## src/rtl/dm_store_buffer_if.sv

```systemverilog
// CPU request/response and DM bus bundle for dm_store_buffer; slave = buffer side, master = CPU/DM side.
interface dm_store_buffer_if #(
  parameter int CNT_W = 3
);
  logic             REQ_VALID;
  logic             REQ_READY;
  logic             REQ_WE;
  logic [7:0]       REQ_ADDR;
  logic [7:0]       REQ_WDATA;
  logic             RSP_VALID;
  logic [7:0]       RSP_RDATA;
  logic             MemRead;
  logic             MemWrite;
  logic [7:0]       ABUS;
  logic [7:0]       DIN;
  logic [7:0]       DATABUS;
  logic             BUF_EMPTY;
  logic [CNT_W-1:0] BUF_COUNT;

  modport slave (
    input  REQ_VALID, REQ_WE, REQ_ADDR, REQ_WDATA, DATABUS,
    output REQ_READY, RSP_VALID, RSP_RDATA, MemRead, MemWrite, ABUS, DIN, BUF_EMPTY, BUF_COUNT
  );

  modport master (
    output REQ_VALID, REQ_WE, REQ_ADDR, REQ_WDATA, DATABUS,
    input  REQ_READY, RSP_VALID, RSP_RDATA, MemRead, MemWrite, ABUS, DIN, BUF_EMPTY, BUF_COUNT
  );
endinterface

```

## src/rtl/dm_store_buffer.sv

```systemverilog
// Store FIFO in front of 8-bit DM: hits return in 1 cycle, misses after drain + IDLE + DM_WAIT; REQ_READY low when full or a miss pends.
// Store-to-load forwarding is enabled by defining DM_STORE_FWD_EN; otherwise loads wait for BUF_EMPTY and read DM.
module dm_store_buffer #(
  parameter int DEPTH   = 4,
  parameter int CNT_W   = 3,
  parameter int DM_WAIT = 2
) (
  input  logic             CLK,
  input  logic             RESET,
  dm_store_buffer_if.slave bus
);
  localparam int PTR_W = (DEPTH > 1) ? $clog2(DEPTH) : 1;

  typedef enum logic [1:0] {IDLE, DRAIN, LOAD} state_t;

  state_t           state, state_nxt;
  logic [7:0]       fifo_addr [DEPTH];
  logic [7:0]       fifo_data [DEPTH];
  logic [PTR_W-1:0] head, tail;
  logic [CNT_W-1:0] count;
  logic [3:0]       wait_cnt, wait_nxt;
  logic             load_pend;
  logic [7:0]       load_addr;
  logic [7:0]       abus, din;
  logic             rsp_valid;
  logic [7:0]       rsp_rdata;
  logic             full, buf_empty, req_ready;
  logic             push, pop, load_acc;
  logic             start_drain, start_load, load_done;
  logic             fwd_hit;
  logic [7:0]       fwd_data;

  assign full      = (count == CNT_W'(DEPTH));
  assign buf_empty = (count == '0) && (state != DRAIN);

  always_comb begin
    req_ready = 1'b0;
    if (!RESET && !load_pend) begin
      if (bus.REQ_WE) begin
        req_ready = !full;
      end else begin
`ifdef DM_STORE_FWD_EN
        req_ready = 1'b1;
`else
        req_ready = buf_empty;
`endif
      end
    end
  end

  assign push     = bus.REQ_VALID && req_ready && bus.REQ_WE;
  assign load_acc = bus.REQ_VALID && req_ready && !bus.REQ_WE;

`ifdef DM_STORE_FWD_EN
  // Walk oldest to youngest so the last match wins; the draining head still counts.
  always_comb begin
    fwd_hit  = 1'b0;
    fwd_data = '0;
    for (int i = 0; i < DEPTH; i++) begin
      if ((CNT_W'(i) < count) && (fifo_addr[head + PTR_W'(i)] == bus.REQ_ADDR)) begin
        fwd_hit  = 1'b1;
        fwd_data = fifo_data[head + PTR_W'(i)];
      end
    end
  end
`else
  assign fwd_hit  = 1'b0;
  assign fwd_data = '0;
`endif

  always_comb begin
    state_nxt   = state;
    wait_nxt    = wait_cnt;
    start_drain = 1'b0;
    start_load  = 1'b0;
    pop         = 1'b0;
    load_done   = 1'b0;
    case (state)
      IDLE: begin
        if (load_pend) begin
          state_nxt  = LOAD;
          wait_nxt   = 4'(DM_WAIT - 1);
          start_load = 1'b1;
        end else if (count != '0) begin
          state_nxt   = DRAIN;
          wait_nxt    = 4'(DM_WAIT - 1);
          start_drain = 1'b1;
        end
      end
      DRAIN: begin
        if (wait_cnt == '0) begin
          pop       = 1'b1;
          state_nxt = IDLE;
        end else begin
          wait_nxt = wait_cnt - 4'd1;
        end
      end
      LOAD: begin
        if (wait_cnt == '0) begin
          load_done = 1'b1;
          state_nxt = IDLE;
        end else begin
          wait_nxt = wait_cnt - 4'd1;
        end
      end
      default: state_nxt = IDLE;
    endcase
  end

  always_ff @(posedge CLK) begin
    if (RESET) begin
      state     <= IDLE;
      wait_cnt  <= '0;
      head      <= '0;
      tail      <= '0;
      count     <= '0;
      load_pend <= 1'b0;
      load_addr <= '0;
      abus      <= '0;
      din       <= '0;
      rsp_valid <= 1'b0;
      rsp_rdata <= '0;
    end else begin
      state     <= state_nxt;
      wait_cnt  <= wait_nxt;
      rsp_valid <= 1'b0;
      if (push) tail <= tail + 1'b1;
      if (pop)  head <= head + 1'b1;
      if (push && !pop)      count <= count + 1'b1;
      else if (pop && !push) count <= count - 1'b1;
      if (start_drain) begin
        abus <= fifo_addr[head];
        din  <= fifo_data[head];
      end
      if (start_load) abus <= load_addr;
      if (load_acc) begin
        if (fwd_hit) begin
          rsp_valid <= 1'b1;
          rsp_rdata <= fwd_data;
        end else begin
          load_pend <= 1'b1;
          load_addr <= bus.REQ_ADDR;
        end
      end
      if (load_done) begin
        load_pend <= 1'b0;
        rsp_valid <= 1'b1;
        rsp_rdata <= bus.DATABUS;
      end
    end
  end

  // Entry storage needs no reset: validity is tracked by count.
  always_ff @(posedge CLK) begin
    if (push) begin
      fifo_addr[tail] <= bus.REQ_ADDR;
      fifo_data[tail] <= bus.REQ_WDATA;
    end
  end

  assign bus.REQ_READY = req_ready;
  assign bus.RSP_VALID = rsp_valid;
  assign bus.RSP_RDATA = rsp_rdata;
  assign bus.MemWrite  = (state == DRAIN);
  assign bus.MemRead   = (state == LOAD);
  assign bus.ABUS      = abus;
  assign bus.DIN       = din;
  assign bus.BUF_EMPTY = buf_empty;
  assign bus.BUF_COUNT = count;
endmodule

```

## src/flat_wrapper.sv

```systemverilog
// flat-port wrapper written by rule: the top's interface ports become plain ports
module dm_store_buffer_flat 
#(
  parameter int DEPTH   = 4,
  parameter int CNT_W   = 3,
  parameter int DM_WAIT = 2
)
  (CLK, RESET, bus_REQ_VALID, bus_REQ_WE, bus_REQ_ADDR, bus_REQ_WDATA, bus_DATABUS, bus_REQ_READY, bus_RSP_VALID, bus_RSP_RDATA, bus_MemRead, bus_MemWrite, bus_ABUS, bus_DIN, bus_BUF_EMPTY, bus_BUF_COUNT);
  dm_store_buffer_if #(.CNT_W(CNT_W)) bus_i ();
  input  logic CLK;
  input  logic RESET;
  input wire logic [$bits(bus_i.REQ_VALID)-1:0] bus_REQ_VALID;
  input wire logic [$bits(bus_i.REQ_WE)-1:0] bus_REQ_WE;
  input wire logic [$bits(bus_i.REQ_ADDR)-1:0] bus_REQ_ADDR;
  input wire logic [$bits(bus_i.REQ_WDATA)-1:0] bus_REQ_WDATA;
  input wire logic [$bits(bus_i.DATABUS)-1:0] bus_DATABUS;
  output wire logic [$bits(bus_i.REQ_READY)-1:0] bus_REQ_READY;
  output wire logic [$bits(bus_i.RSP_VALID)-1:0] bus_RSP_VALID;
  output wire logic [$bits(bus_i.RSP_RDATA)-1:0] bus_RSP_RDATA;
  output wire logic [$bits(bus_i.MemRead)-1:0] bus_MemRead;
  output wire logic [$bits(bus_i.MemWrite)-1:0] bus_MemWrite;
  output wire logic [$bits(bus_i.ABUS)-1:0] bus_ABUS;
  output wire logic [$bits(bus_i.DIN)-1:0] bus_DIN;
  output wire logic [$bits(bus_i.BUF_EMPTY)-1:0] bus_BUF_EMPTY;
  output wire logic [$bits(bus_i.BUF_COUNT)-1:0] bus_BUF_COUNT;
  assign bus_i.REQ_VALID = bus_REQ_VALID;
  assign bus_i.REQ_WE = bus_REQ_WE;
  assign bus_i.REQ_ADDR = bus_REQ_ADDR;
  assign bus_i.REQ_WDATA = bus_REQ_WDATA;
  assign bus_i.DATABUS = bus_DATABUS;
  assign bus_REQ_READY = bus_i.REQ_READY;
  assign bus_RSP_VALID = bus_i.RSP_VALID;
  assign bus_RSP_RDATA = bus_i.RSP_RDATA;
  assign bus_MemRead = bus_i.MemRead;
  assign bus_MemWrite = bus_i.MemWrite;
  assign bus_ABUS = bus_i.ABUS;
  assign bus_DIN = bus_i.DIN;
  assign bus_BUF_EMPTY = bus_i.BUF_EMPTY;
  assign bus_BUF_COUNT = bus_i.BUF_COUNT;
  dm_store_buffer #(.DEPTH(DEPTH), .CNT_W(CNT_W), .DM_WAIT(DM_WAIT)) u_core (.CLK(CLK), .RESET(RESET), .bus(bus_i));
endmodule
```

## config.mk

```make
export PLATFORM = sky130hd
export DESIGN_NAME = dm_store_buffer_flat
export DESIGN_NICKNAME = d
export VERILOG_FILES = /design/src/rtl/dm_store_buffer_if.sv /design/src/rtl/dm_store_buffer.sv /design/src/flat_wrapper.sv
export SDC_FILE = /design/constraint.sdc
export NUM_CORES = 1
export LEC_CHECK = 0
export ABC_CLOCK_PERIOD_IN_PS = 3600
export CAP_MARGIN = 15
export CORE_UTILIZATION = 54
export DETAILED_ROUTE_END_ITERATION = 12
export PLACE_DENSITY_LB_ADDON = 0.2
export SETUP_SLACK_MARGIN = 0.5
export SKIP_LAST_GASP = 1
export SLEW_MARGIN = 20
export SYNTH_ARGS = -nofsm -noshare
export SYNTH_HDL_FRONTEND = slang
export SYNTH_SLANG_ARGS = --single-unit
```

## constraint.sdc

```tcl
create_clock -name CLK -period 3.6 [get_ports CLK]
set_input_delay 1.08 -clock CLK [delete_from_list [all_inputs] [get_ports CLK]]
set_output_delay 1.08 -clock CLK [all_outputs]
set_load 0.005 [all_outputs]
```

==> results.json <==
{
  "io_pins": 60,
  "finalWirelength_um": 8608,
  "ys_top_cells_by_area": "edfxtp_1 43%, dfxtp_1 22%, mux4_2 8.1%",
  "clock_skew_ns": 0.006829,
  "clock-sinks": 113,
  "synth_nets": 347,
  "combPwrFrac_pct": 25.2,
  "use_met1_pct": 28.02,
  "endpoint_kind": "flip-flop",
  "tns_ns": 0,
  "rrSetupSlack_ns": 0.78,
  "avgSynthCellArea_um2": 14.43,
  "rows": 32,
  "top_usage_layer": "met2",
  "yosysTopAreaCellShare_pct": 43.39,
  "ys_ff_latch": 113,
  "fmax_mhz": 319.8,
  "synth_edf_count": 64,
  "cap_violations": 0,
  "cts_htree_levels": 4,
  "hp-class": "flip-flop to flip-flop",
  "grtUsageMet3_pct": 6.814,
  "antenna_left": 0,
  "hold_start": "u_core.bus.DIN[7]",
  "gp_congestion": 0.7327,
  "dr.pass1.iters": 4,
  "regArea_um2": 2903,
  "cts_made_buffers": 17,
  "p_sw_share_pct": 29.61,
  "grt_pass1_wl_um": 13750,
  "cts_root_buf": "clkbuf_8",
  "final_area_um2": 5725,
  "switchingPower_uw": 1256,
  "cp.required_ns": 4.04,
  "relSlewSlack_pct": 42.78,
  "grt-ovfl-total": 0,
  "reg2reg_depth": 15,
  "antenna_found_initial": 0,
  "fill_cells": 526,
  "async_flop_share_pct": 0,
  "hold-worst-slack_ns": 0.4586,
  "place_area_um2": 5090,
  "clkTransAtPathRegs_ns": 0.06,
  "rr_endpoint": "u_core.bus.BUF_COUNT[2]",
  "leakage_uw": 0.002000,
  "p_seq_share_pct": 39.1,
  "worstSetupPathType": "primary input to flip-flop",
  "worstPathArrival_ns": 3.57,
  "die_x_um": 92.57,
  "vdd_ir_drop_max_v": 0.0006078,
  "dieHeight_um": 92.57,
  "whs_endpoint": "u_core.bus.DIN[7]",
  "use_met2_pct": 35.99,
  "yosys-top-cells-count": "64 x edfxtp_1, 49 x dfxtp_1, 31 x nand2_1, 23 x nor2_1, 16 x mux4_2",
  "setup_ws_ns": 0.4734,
  "fin_crit_sh_pct": 86.85,
  "synth_most_common_cell": "edfxtp_1",
  "initial_utilization_pct": 56.44,
  "vias": 2739,
  "ys_seq_area_share_pct": 65.54,
  "setup-violations-final": 0,
  "via_per_inst": 5.511,
  "syn_area_um2": 4429,
  "grt_max_degree": 39,
  "clock_latency_ns": 0.51,
  "p_clk_share_pct": 35.6,
  "min_period_ns": 3.127,
  "drc": 0,
  "r2r-start": "u_core.load_pend",
  "hold_violations": 0,
  "die-area_um2": 8568,
  "hpwl_um": 5082,
  "cellPowerDensity_nw_per_um2": 741.0,
  "yosysUniqueCellTypes": 46,
  "worstPathMaxFanout": 2,
  "grt_pass1_vias": 2716,
  "clockBufferDepth": 2,
  "holdPathStages": 2,
  "track_usage_pct": 22.22,
  "dp_slack_ns": 0.2163,
  "worst_pin_slew_ns": 0.8583,
  "port-buffer-count": 59,
  "synth_ff_type": "edfxtp_1",
  "wl_per_cell_um": 17.32,
  "synth_cells": 307,
  "rsz0062_at_grt": "yes",
  "multi_input_area_um2": 1434,
  "drv_slew": 0,
  "core_area_um2": 7848,
  "status": "finished clean",
  "p_int_uw": 2986,
  "yosys_warnings": 0,
  "drt_iter0_drc": 223,
  "syn_to_final_growth_pct": 29.27,
  "finalNetCount": 422,
  "drive_gt1_share_pct": 17.97,
  "fin_util_pct": 72.96,
  "yosys.area.top_type": "edfxtp_1",
  "insertedDiodeCount": 0,
  "critPathLaunchType": "primary input",
  "tritoncts": "done"
}
[what timing repair did]
action,4_1_cts,5_1_grt
hold buffers,0,0
endpoints found under the hold margin,0,0
pin swaps,1,1
setup endpoints to repair,1,66
buffers inserted,7,2
resized for setup,4,5
cloned,0,0
[flip-flops by register name, indices dropped and copies added (netlist names), named ones only]
signal                flops
u_core.fifo_addr         32
u_core.fifo_data         32
u_core.bus.ABUS           8
u_core.bus.DIN            8
u_core.bus.RSP_RDATA      8
u_core.load_addr          8
u_core.wait_cnt           4
u_core.bus.BUF_COUNT      3
u_core.head               2
u_core.state              2
u_core.tail               2
u_core.bus.RSP_VALID      1
u_core.load_pend          1
[per-stage QoR]
stage,total power (uW),cells
after floorplan,2347,307
after detailed placement,2725,456
after global placement,2701,456
after global routing,4460,497
final,4242,497
after CTS,4266,495
[cell families after synthesis]
| family | share of synthesized area [%] |
|---|---|
| AO/OA/AOI/OAI | 7.232 |
| XOR/XNOR | 0.9887 |
| adder cells (fa/ha/maj) | 3.559 |
| buffers and inverters | 2.571 |
| flip-flops | 65.54 |
| multiplexers | 10.17 |
| AND/OR/NAND/NOR | 9.944 |
[power by group through the flow]
| stage | clock network (uW) | registers [uW] | logic [uW] |
|---|---|---|---|
| after detailed placement | 0 | 1680 | 1040 |
| after CTS | 1540 | 1670 | 1060 |
| after floorplan | 0 | 1630 | 718 |
| after global routing | 1590 | 1680 | 1180 |
| after global placement | 0 | 1680 | 1020 |
| final | 1510 | 1660 | 1070 |
[critical path: stages]
cell,delay [ns]
dlygate4sd2_1,0.25
nor2_2,0.11
buf_4,0.12
buf_4,0.09
buf_4,0.09
buf_4,0.09
buf_4,0.09
buf_4,0.10
and4_4,0.25
ha_4,0.14
inv_1,0.05
fa_1,0.37
xor2_1,0.18
or3_2,0.42
a21oi_2,0.14
[per-layer routing]
metal  vias up  wire length, um
met2        80             4336
li1       1298                -
met1      1351             3740
met3        10              402
met4         0              129
met5         -                0
[cell type report]
class / count / area share [%]
Timing Repair Buffer: 71 / 11.87
Multi-Input combinational cell: 170 / 25.04
Sequential cell: 113 / 50.70
Inverter: 9 / 0.5900
Tap cell: 102 / 2.229
Clock buffer: 17 / 7.233
Clock inverter: 15 / 2.338
[worst max path at each step]
stage                    start                      end  slack, ns  depth (start not counted)
finish                   RESET  u_core.bus.BUF_COUNT[2]       0.47                         15
global route             RESET  u_core.bus.BUF_COUNT[2]       0.40                         15
CTS                      RESET  u_core.bus.BUF_COUNT[2]       0.49                         15
detailed placement  bus_REQ_WE            bus_REQ_READY       0.22                          4
global placement         RESET            bus_REQ_READY       0.24                          4
floorplan                RESET  u_core.bus.BUF_COUNT[2]       0.72                          9
[placed cells by master (no fill, tap or decap), types with 2 or more instances in the layout]
cell type,synthesis,layout
edfxtp_1,64,64
clkdlybuf4s50_1,0,55
dfxtp_1,49,49
nand2_1,31,31
nor2_1,23,22
mux4_2,16,16
clkbuf_16,0,16
a21oi_1,14,13
buf_4,1,12
ha_1,11,10
inv_1,9,9
nand3_1,9,9
mux2i_1,9,9
a22o_1,8,8
a311oi_1,6,6
and2_1,5,5
clkinvlp_4,0,5
inv_6,0,5
xor2_1,4,4
o21ai_0,4,4
nand2b_1,3,3
dlygate4sd2_1,0,3
a32o_1,2,2
clkinv_2,0,2
No activity file was read; power rests on OpenSTA's default activity.
